## config.mk

```make
export PLATFORM = sky130hd
export DESIGN_NAME = lcd_stream_ctrl
export DESIGN_NICKNAME = d
export VERILOG_FILES = /design/src/rtl/lcd_stream_ctrl.sv
export SDC_FILE = /design/constraint.sdc
export NUM_CORES = 1
export LEC_CHECK = 0
export BUFFER_PORTS_ARGS = -buffer_cell sky130_fd_sc_hd__buf_2
export CAP_MARGIN = 25
export CORE_UTILIZATION = 60
export DETAILED_ROUTE_END_ITERATION = 8
export PLACE_DENSITY = 0.8
export SYNTH_ARGS = -nofsm -noshare
export SYNTH_HDL_FRONTEND = slang
export SYNTH_SLANG_ARGS = --single-unit
```

## constraint.sdc

```tcl
create_clock -name Clock -period 3.3 [get_ports Clock]
set_clock_uncertainty 0.05 [all_clocks]
set_input_delay 0.66 -clock Clock [delete_from_list [all_inputs] [get_ports Clock]]
set_output_delay 0.66 -clock Clock [all_outputs]
set_load 0.1 [all_outputs]
```

## src/rtl/lcd_stream_ctrl.sv

```systemverilog
// lcd_stream_ctrl: HD44780 4-bit LCD controller. It runs the power-on init and
// configuration sequence, then streams command/data bytes from a valid/ready
// port to the LCD pins as two timed nibbles per byte.
//
// Handshake: a byte is transferred on a rising Clock edge where iValid && oReady.
// oReady is high only in ST_IDLE. iValid while oReady is low is ignored (not
// queued). iRS/iData are copied on acceptance, so later changes have no effect.
module lcd_stream_ctrl #(
  parameter int T_40NS_CYC   = 2,
  parameter int T_230NS_CYC  = 12,
  parameter int T_1US_CYC    = 50,
  parameter int T_40US_CYC   = 2000,
  parameter int T_100US_CYC  = 5000,
  parameter int T_1_64MS_CYC = 82000,
  parameter int T_4_1MS_CYC  = 205000,
  parameter int T_15MS_CYC   = 750000,
  parameter int CNT_W        = 20
) (
  input  logic       Clock,
  input  logic       Reset,
  input  logic       iValid,
  input  logic       iRS,
  input  logic [7:0] iData,
  output logic       oReady,
  output logic       oInitDone,
  output logic       LCD_E,
  output logic       LCD_RS,
  output logic       LCD_RW,
  output logic [3:0] SF_D,
  output logic       SF_CE0,
  output logic [2:0] oDbgState
);

  typedef enum logic [2:0] {
    ST_PWR_WAIT = 3'd0,
    ST_INIT     = 3'd1,
    ST_CFG      = 3'd2,
    ST_IDLE     = 3'd3,
    ST_WR_HI    = 3'd4,
    ST_WR_GAP   = 3'd5,
    ST_WR_LO    = 3'd6,
    ST_WR_WAIT  = 3'd7
  } state_t;

  // Timer value at which LCD_E falls; follow-on waits are counted from here.
  localparam int E_FALL = T_40NS_CYC + T_230NS_CYC;
  localparam logic [CNT_W-1:0] CNT_ONE = {{(CNT_W-1){1'b0}}, 1'b1};
  localparam logic [CNT_W-1:0] CNT_MAX = {CNT_W{1'b1}};

  state_t           state_q, state_d;
  logic [CNT_W-1:0] timer_q, timer_d;
  logic [2:0]       init_idx_q, init_idx_d;
  logic [1:0]       cfg_idx_q, cfg_idx_d;
  logic             cfg_lo_q, cfg_lo_d;
  logic             wr_rs_q, wr_rs_d;
  logic [7:0]       wr_data_q, wr_data_d;
  logic             done_q, done_d;
  logic             e_q, e_d;
  logic             lcd_rs_q, lcd_rs_d;
  logic [3:0]       sfd_q, sfd_d;
  logic             ready_q, ready_d;
  logic             in_pulse;
  logic [7:0]       cfg_b;

  // Timer value of the last cycle of an interval n cycles long.
  function automatic logic [CNT_W-1:0] last_tick(input int n);
    return CNT_W'(n - 1);
  endfunction

  function automatic int init_wait(input logic [2:0] idx);
    case (idx)
      3'd0:    return T_4_1MS_CYC;
      3'd1:    return T_100US_CYC;
      default: return T_40US_CYC;
    endcase
  endfunction

  function automatic logic [7:0] cfg_byte(input logic [1:0] idx);
    case (idx)
      2'd0:    return 8'h28;
      2'd1:    return 8'h06;
      2'd2:    return 8'h0C;
      default: return 8'h01;
    endcase
  endfunction

  // Clear and home commands need the long execution wait.
  function automatic int byte_wait(input logic rs, input logic [7:0] b);
    if (!rs && (b == 8'h01 || b == 8'h02 || b == 8'h03)) return T_1_64MS_CYC;
    return T_40US_CYC;
  endfunction

  // State register plus every registered output.
  always_ff @(posedge Clock or posedge Reset) begin
    if (Reset) begin
      state_q    <= ST_PWR_WAIT;
      timer_q    <= '0;
      init_idx_q <= '0;
      cfg_idx_q  <= '0;
      cfg_lo_q   <= 1'b0;
      wr_rs_q    <= 1'b0;
      wr_data_q  <= '0;
      done_q     <= 1'b0;
      e_q        <= 1'b0;
      lcd_rs_q   <= 1'b0;
      sfd_q      <= '0;
      ready_q    <= 1'b0;
    end else begin
      state_q    <= state_d;
      timer_q    <= timer_d;
      init_idx_q <= init_idx_d;
      cfg_idx_q  <= cfg_idx_d;
      cfg_lo_q   <= cfg_lo_d;
      wr_rs_q    <= wr_rs_d;
      wr_data_q  <= wr_data_d;
      done_q     <= done_d;
      e_q        <= e_d;
      lcd_rs_q   <= lcd_rs_d;
      sfd_q      <= sfd_d;
      ready_q    <= ready_d;
    end
  end

  // Next-state logic: sequencing, saturating timer, init/config indices, byte latch.
  always_comb begin
    state_d    = state_q;
    timer_d    = (timer_q == CNT_MAX) ? timer_q : timer_q + CNT_ONE;
    init_idx_d = init_idx_q;
    cfg_idx_d  = cfg_idx_q;
    cfg_lo_d   = cfg_lo_q;
    wr_rs_d    = wr_rs_q;
    wr_data_d  = wr_data_q;
    done_d     = done_q;
    case (state_q)
      ST_PWR_WAIT: begin
        if (timer_q == last_tick(T_15MS_CYC)) begin
          state_d    = ST_INIT;
          timer_d    = '0;
          init_idx_d = '0;
        end
      end
      ST_INIT: begin
        if (timer_q == last_tick(E_FALL + init_wait(init_idx_q))) begin
          timer_d = '0;
          if (init_idx_q == 3'd3) begin
            state_d   = ST_CFG;
            cfg_idx_d = '0;
            cfg_lo_d  = 1'b0;
          end else begin
            init_idx_d = init_idx_q + 3'd1;
          end
        end
      end
      ST_CFG: begin
        if (!cfg_lo_q) begin
          if (timer_q == last_tick(E_FALL + T_1US_CYC)) begin
            timer_d  = '0;
            cfg_lo_d = 1'b1;
          end
        end else if (timer_q == last_tick(E_FALL + byte_wait(1'b0, cfg_byte(cfg_idx_q)))) begin
          timer_d  = '0;
          cfg_lo_d = 1'b0;
          if (cfg_idx_q == 2'd3) begin
            state_d = ST_IDLE;
            done_d  = 1'b1;
          end else begin
            cfg_idx_d = cfg_idx_q + 2'd1;
          end
        end
      end
      ST_IDLE: begin
        if (iValid && ready_q) begin
          state_d   = ST_WR_HI;
          timer_d   = '0;
          wr_rs_d   = iRS;
          wr_data_d = iData;
        end
      end
      ST_WR_HI: begin
        if (timer_q == last_tick(E_FALL)) begin
          state_d = ST_WR_GAP;
          timer_d = '0;
        end
      end
      ST_WR_GAP: begin
        if (timer_q == last_tick(T_1US_CYC)) begin
          state_d = ST_WR_LO;
          timer_d = '0;
        end
      end
      ST_WR_LO: begin
        if (timer_q == last_tick(E_FALL)) begin
          state_d = ST_WR_WAIT;
          timer_d = '0;
        end
      end
      ST_WR_WAIT: begin
        if (timer_q == last_tick(byte_wait(wr_rs_q, wr_data_q))) begin
          state_d = ST_IDLE;
          timer_d = '0;
        end
      end
      default: begin
        state_d = ST_PWR_WAIT;
        timer_d = '0;
        done_d  = 1'b0;
      end
    endcase
  end

  // Output logic: next values of the pins, derived from the next state and timer.
  always_comb begin
    e_d      = 1'b0;
    sfd_d    = sfd_q;
    lcd_rs_d = lcd_rs_q;
    ready_d  = 1'b0;
    cfg_b    = cfg_byte(cfg_idx_d);
    in_pulse = (timer_d >= CNT_W'(T_40NS_CYC)) && (timer_d < CNT_W'(E_FALL));
    case (state_d)
      ST_PWR_WAIT: begin
        sfd_d    = '0;
        lcd_rs_d = 1'b0;
      end
      ST_INIT: begin
        sfd_d    = (init_idx_d == 3'd3) ? 4'h2 : 4'h3;
        lcd_rs_d = 1'b0;
        e_d      = in_pulse;
      end
      ST_CFG: begin
        sfd_d    = cfg_lo_d ? cfg_b[3:0] : cfg_b[7:4];
        lcd_rs_d = 1'b0;
        e_d      = in_pulse;
      end
      ST_IDLE: ready_d = 1'b1;
      ST_WR_HI: begin
        sfd_d    = wr_data_d[7:4];
        lcd_rs_d = wr_rs_d;
        e_d      = in_pulse;
      end
      ST_WR_LO: begin
        sfd_d    = wr_data_d[3:0];
        lcd_rs_d = wr_rs_d;
        e_d      = in_pulse;
      end
      default: ;
    endcase
  end

  assign LCD_E     = e_q;
  assign LCD_RS    = lcd_rs_q;
  assign SF_D      = sfd_q;
  assign oReady    = ready_q;
  assign oInitDone = done_q;
  assign LCD_RW    = 1'b0;
  assign SF_CE0    = 1'b1;
  assign oDbgState = state_q;

endmodule

```

==> impl_metrics.env <==
export IMPL_clock_path_buffers=2
export IMPL_async_flop_share_pct=100.0
export IMPL_grt_pass1_vias=2709
export IMPL_hpwl_um=5728
export IMPL_clkSinkCount=46
export IMPL_grt_first_pass_wirelength_um=12810
export IMPL_htreeDepth=2
export IMPL_worst_slack_ns=0.1839
export IMPL_synth_edf_count=0
export IMPL_initial_core_util_pct=62.03
export IMPL_synth_avg_cell_area_um2=8.800
export IMPL_ios=25
export IMPL_ys_flop_type="dfrtp_1"
export IMPL_ys_seq_area_share_pct=36.33
export IMPL_dr_total_vias=2818
export IMPL_crit_required_ns=3.44
export IMPL_slew_headroom_pct=60.40
export IMPL_cap_violations=0
export IMPL_synth_seq_cells=46
export IMPL_worst_path_buf_inv=1
export IMPL_syn_num_nets=380
export IMPL_ctsHoldBuffers=0
export IMPL_min_path_type="in -> async"
export IMPL_finalHoldWorstSlack_ns=0.1400
export IMPL_critPathMaxFanout=7
export IMPL_final_common_cell="dfrtp_1"
export IMPL_grt_use_total_pct=30.74
export IMPL_wl_per_cell_um=17.08
export IMPL_min_period_ns=3.116
export IMPL_grt_max_degree=47
export IMPL_tns_ns=0
export IMPL_cts_root_buf="clkbuf_8"
export IMPL_tritoncts="done"
export IMPL_remaining_drc_errors=0
export IMPL_tightest_slew_ns=0.5885
export IMPL_post_dp_cell_area_um2=3347
export IMPL_drtAntennaViolNets=0
export IMPL_drt_iter0_drc=175
export IMPL_crit_family="simple AND/OR/NAND/NOR gates"
export IMPL_crit_path_end_kind="flop"
export IMPL_critPathMaxStageDelay_ns=0.49
export IMPL_path_clk_slew_ns=0.09
export IMPL_timing_final_crit_share_pct=94.43
export IMPL_slew_viol_final=0
export IMPL_area_growth_pct=9.202
export IMPL_outcome="finished clean"
export IMPL_drive_gt1_share_pct=19.74
export IMPL_portBuffers=22
export IMPL_p_leak_nw=1.552
export IMPL_firstDrtPassIters=4
export IMPL_clock_latency_ns=0.31
export IMPL_cellPowerDensity_nw_per_um2=663.4
export IMPL_vias_per_cell=6.193
export IMPL_multi_input_area_um2=1794
export IMPL_place_gp_congestion=1.010
export IMPL_regArea_um2=1151
export IMPL_grt_overflow_total=0
export IMPL_final_area_um2=3460
export IMPL_cp_cell_sequence="ha_1, inv_1, nor4_1, nand3_1, and3_1, nor3_1, a31oi_1, a2111o_1, nor4_1"
export IMPL_setup_viol=0
export IMPL_antennaDiodeCount=0
export IMPL_yosys_cell_types_count=68
export IMPL_cts_buffers=5
export IMPL_syn_inst=360
export IMPL_rsz0062_at_grt="no"
export IMPL_yosys_warnings=0
export IMPL_cpMostUsedCell="nor4_1"
export IMPL_antenna_found_initial=0
export IMPL_critPathSlowestCell="dfrtp_1"
export IMPL_row_count=26
export IMPL_core_area_um2=5107
export IMPL_crit_path_start_kind="flop"
export IMPL_finalHoldViolations=0
export IMPL_fmax_mhz=320.9
export IMPL_pre_cts_ws_ns=0.1989
export IMPL_die_w_um=74.67
export IMPL_syn_cell_area_um2=3168
export IMPL_nets=404
export IMPL_critPathKind="reg -> reg"
export IMPL_arrival_ns=3.26
export IMPL_die_h_um=74.67
export IMPL_fp_dieArea_um2=5575
export IMPL_mostFrequentLayoutCells="dfrtp_1 (46), nor2_1 (38), nand2_1 (23), buf_2 (22)"
export IMPL_ir_worst_vdd_mv=0.6975
export IMPL_fill_cells=450
export IMPL_drt_wl_total_um=7771
[routing by layer]
metal,track usage [%],wire length (um),vias up
met5,0,0,-
met4,12.58,219,0
met3,5.622,371,24
met2,52.45,3891,95
met1,38.52,3289,1353
li1,-,-,1346
[area by class of cell]
class                           instances  area share (%)
Tap cell                               70           2.532
Sequential cell                        46           33.27
Clock inverter                          3          0.6148
Clock buffer                            5           1.989
Multi-Input combinational cell        272           51.86
Inverter                               17           1.844
Timing Repair Buffer                   42           7.884
[logic make-up (layout without fill, tap and decap cells)]
kind of cell / after synthesis / count (layout) / share of synthesized area, %
xor+xnor: 17 / 17 / 4.700
other cells: 2 / 2 / 0.2371
buf+inv: 42 / 67 / 7.108
mux: 13 / 13 / 4.424
compound gates: 76 / 76 / 17.81
flops: 46 / 46 / 36.33
fa+ha+maj: 8 / 8 / 3.160
simple gates: 156 / 156 / 26.22
[final timing paths]
check | start | end | slack [ns] | cells past startpoint
worst max-delay path | timer_q[0] | LCD_E | 0.18 | 9
worst min-delay path | Reset | wr_data_q[5] | 0.14 | 2
worst max register to register | timer_q[0] | LCD_E | 0.18 | 9
worst min register to register | oInitDone | oInitDone | 0.43 | 1
max in group asynchronous | Reset | timer_q[9] | 2.63 | 3
min in group Clock | oInitDone | oInitDone | 0.43 | 1
[metrics by stage]
step | cells | util [%] | total power [mW]
4_1_cts | 454 | 67.30 | 2.294
2_1_floorplan | 360 | - | 1.703
3_5_place_dp | 446 | 65.53 | 1.940
5_1_grt | 455 | 67.74 | 2.425
6_report | 455 | 67.74 | 2.295
3_3_place_gp | 446 | 65.53 | 1.916
[where the power goes]
group | switching (mW) | internal, mW
clock | 0.208 | 0.149
sequential | 0.143 | 0.681
combinational | 0.783 | 0.331
total | 1.13 | 1.16
[what timing repair did]
action                     in CTS  in global routing
resized for setup               0                  1
buffers inserted                0                  0
setup endpoints to repair       0                  1
[state kept, by name, summed over array words and instances, names as in the netlist, 2 cells and up]
signal and count:
timer_q 20, wr_data_q 8, SF_D 4, init_idx_q 3, oDbgState 3, cfg_idx_q 2
[cells in the mapped netlist (3+ instances only)]
cell	number	area [um^2]
a22oi_1	4	30.03
xor2_1	5	43.79
nand3b_1	3	22.52
o21ai_0	11	55.05
nor2_1	39	146.4
nand4_1	8	50.05
nor4_1	8	50.05
nand3_1	19	95.09
o211ai_1	6	45.04
inv_1	17	63.81
nor3_1	14	70.07
ha_1	8	100.1
a21oi_1	11	55.05
or2_2	3	18.77
mux2_2	7	78.83
o31ai_1	3	22.52
a31oi_1	6	37.54
nand2_1	23	86.33
dfrtp_1	46	1151
clkbuf_8	5	68.82
and3_1	9	56.30
or3_1	5	31.28
a21o_1	4	30.03
o21bai_1	3	22.52
o211a_1	3	30.03
a31o_2	4	35.03
nand4b_1	4	35.03
clkbuf_1	15	56.30
xnor2_1	12	105.1
mux2i_1	5	50.05
[worst reg2reg max path: stages (launching register included)]
cell and delay, ns:
dfrtp_1 0.49, ha_1 0.33, inv_1 0.13, nor4_1 0.41
nand3_1 0.33, and3_1 0.32, nor3_1 0.19, a31oi_1 0.11
a2111o_1 0.30, nor4_1 0.34
Note: power is estimated with default switching activity, not from simulation.
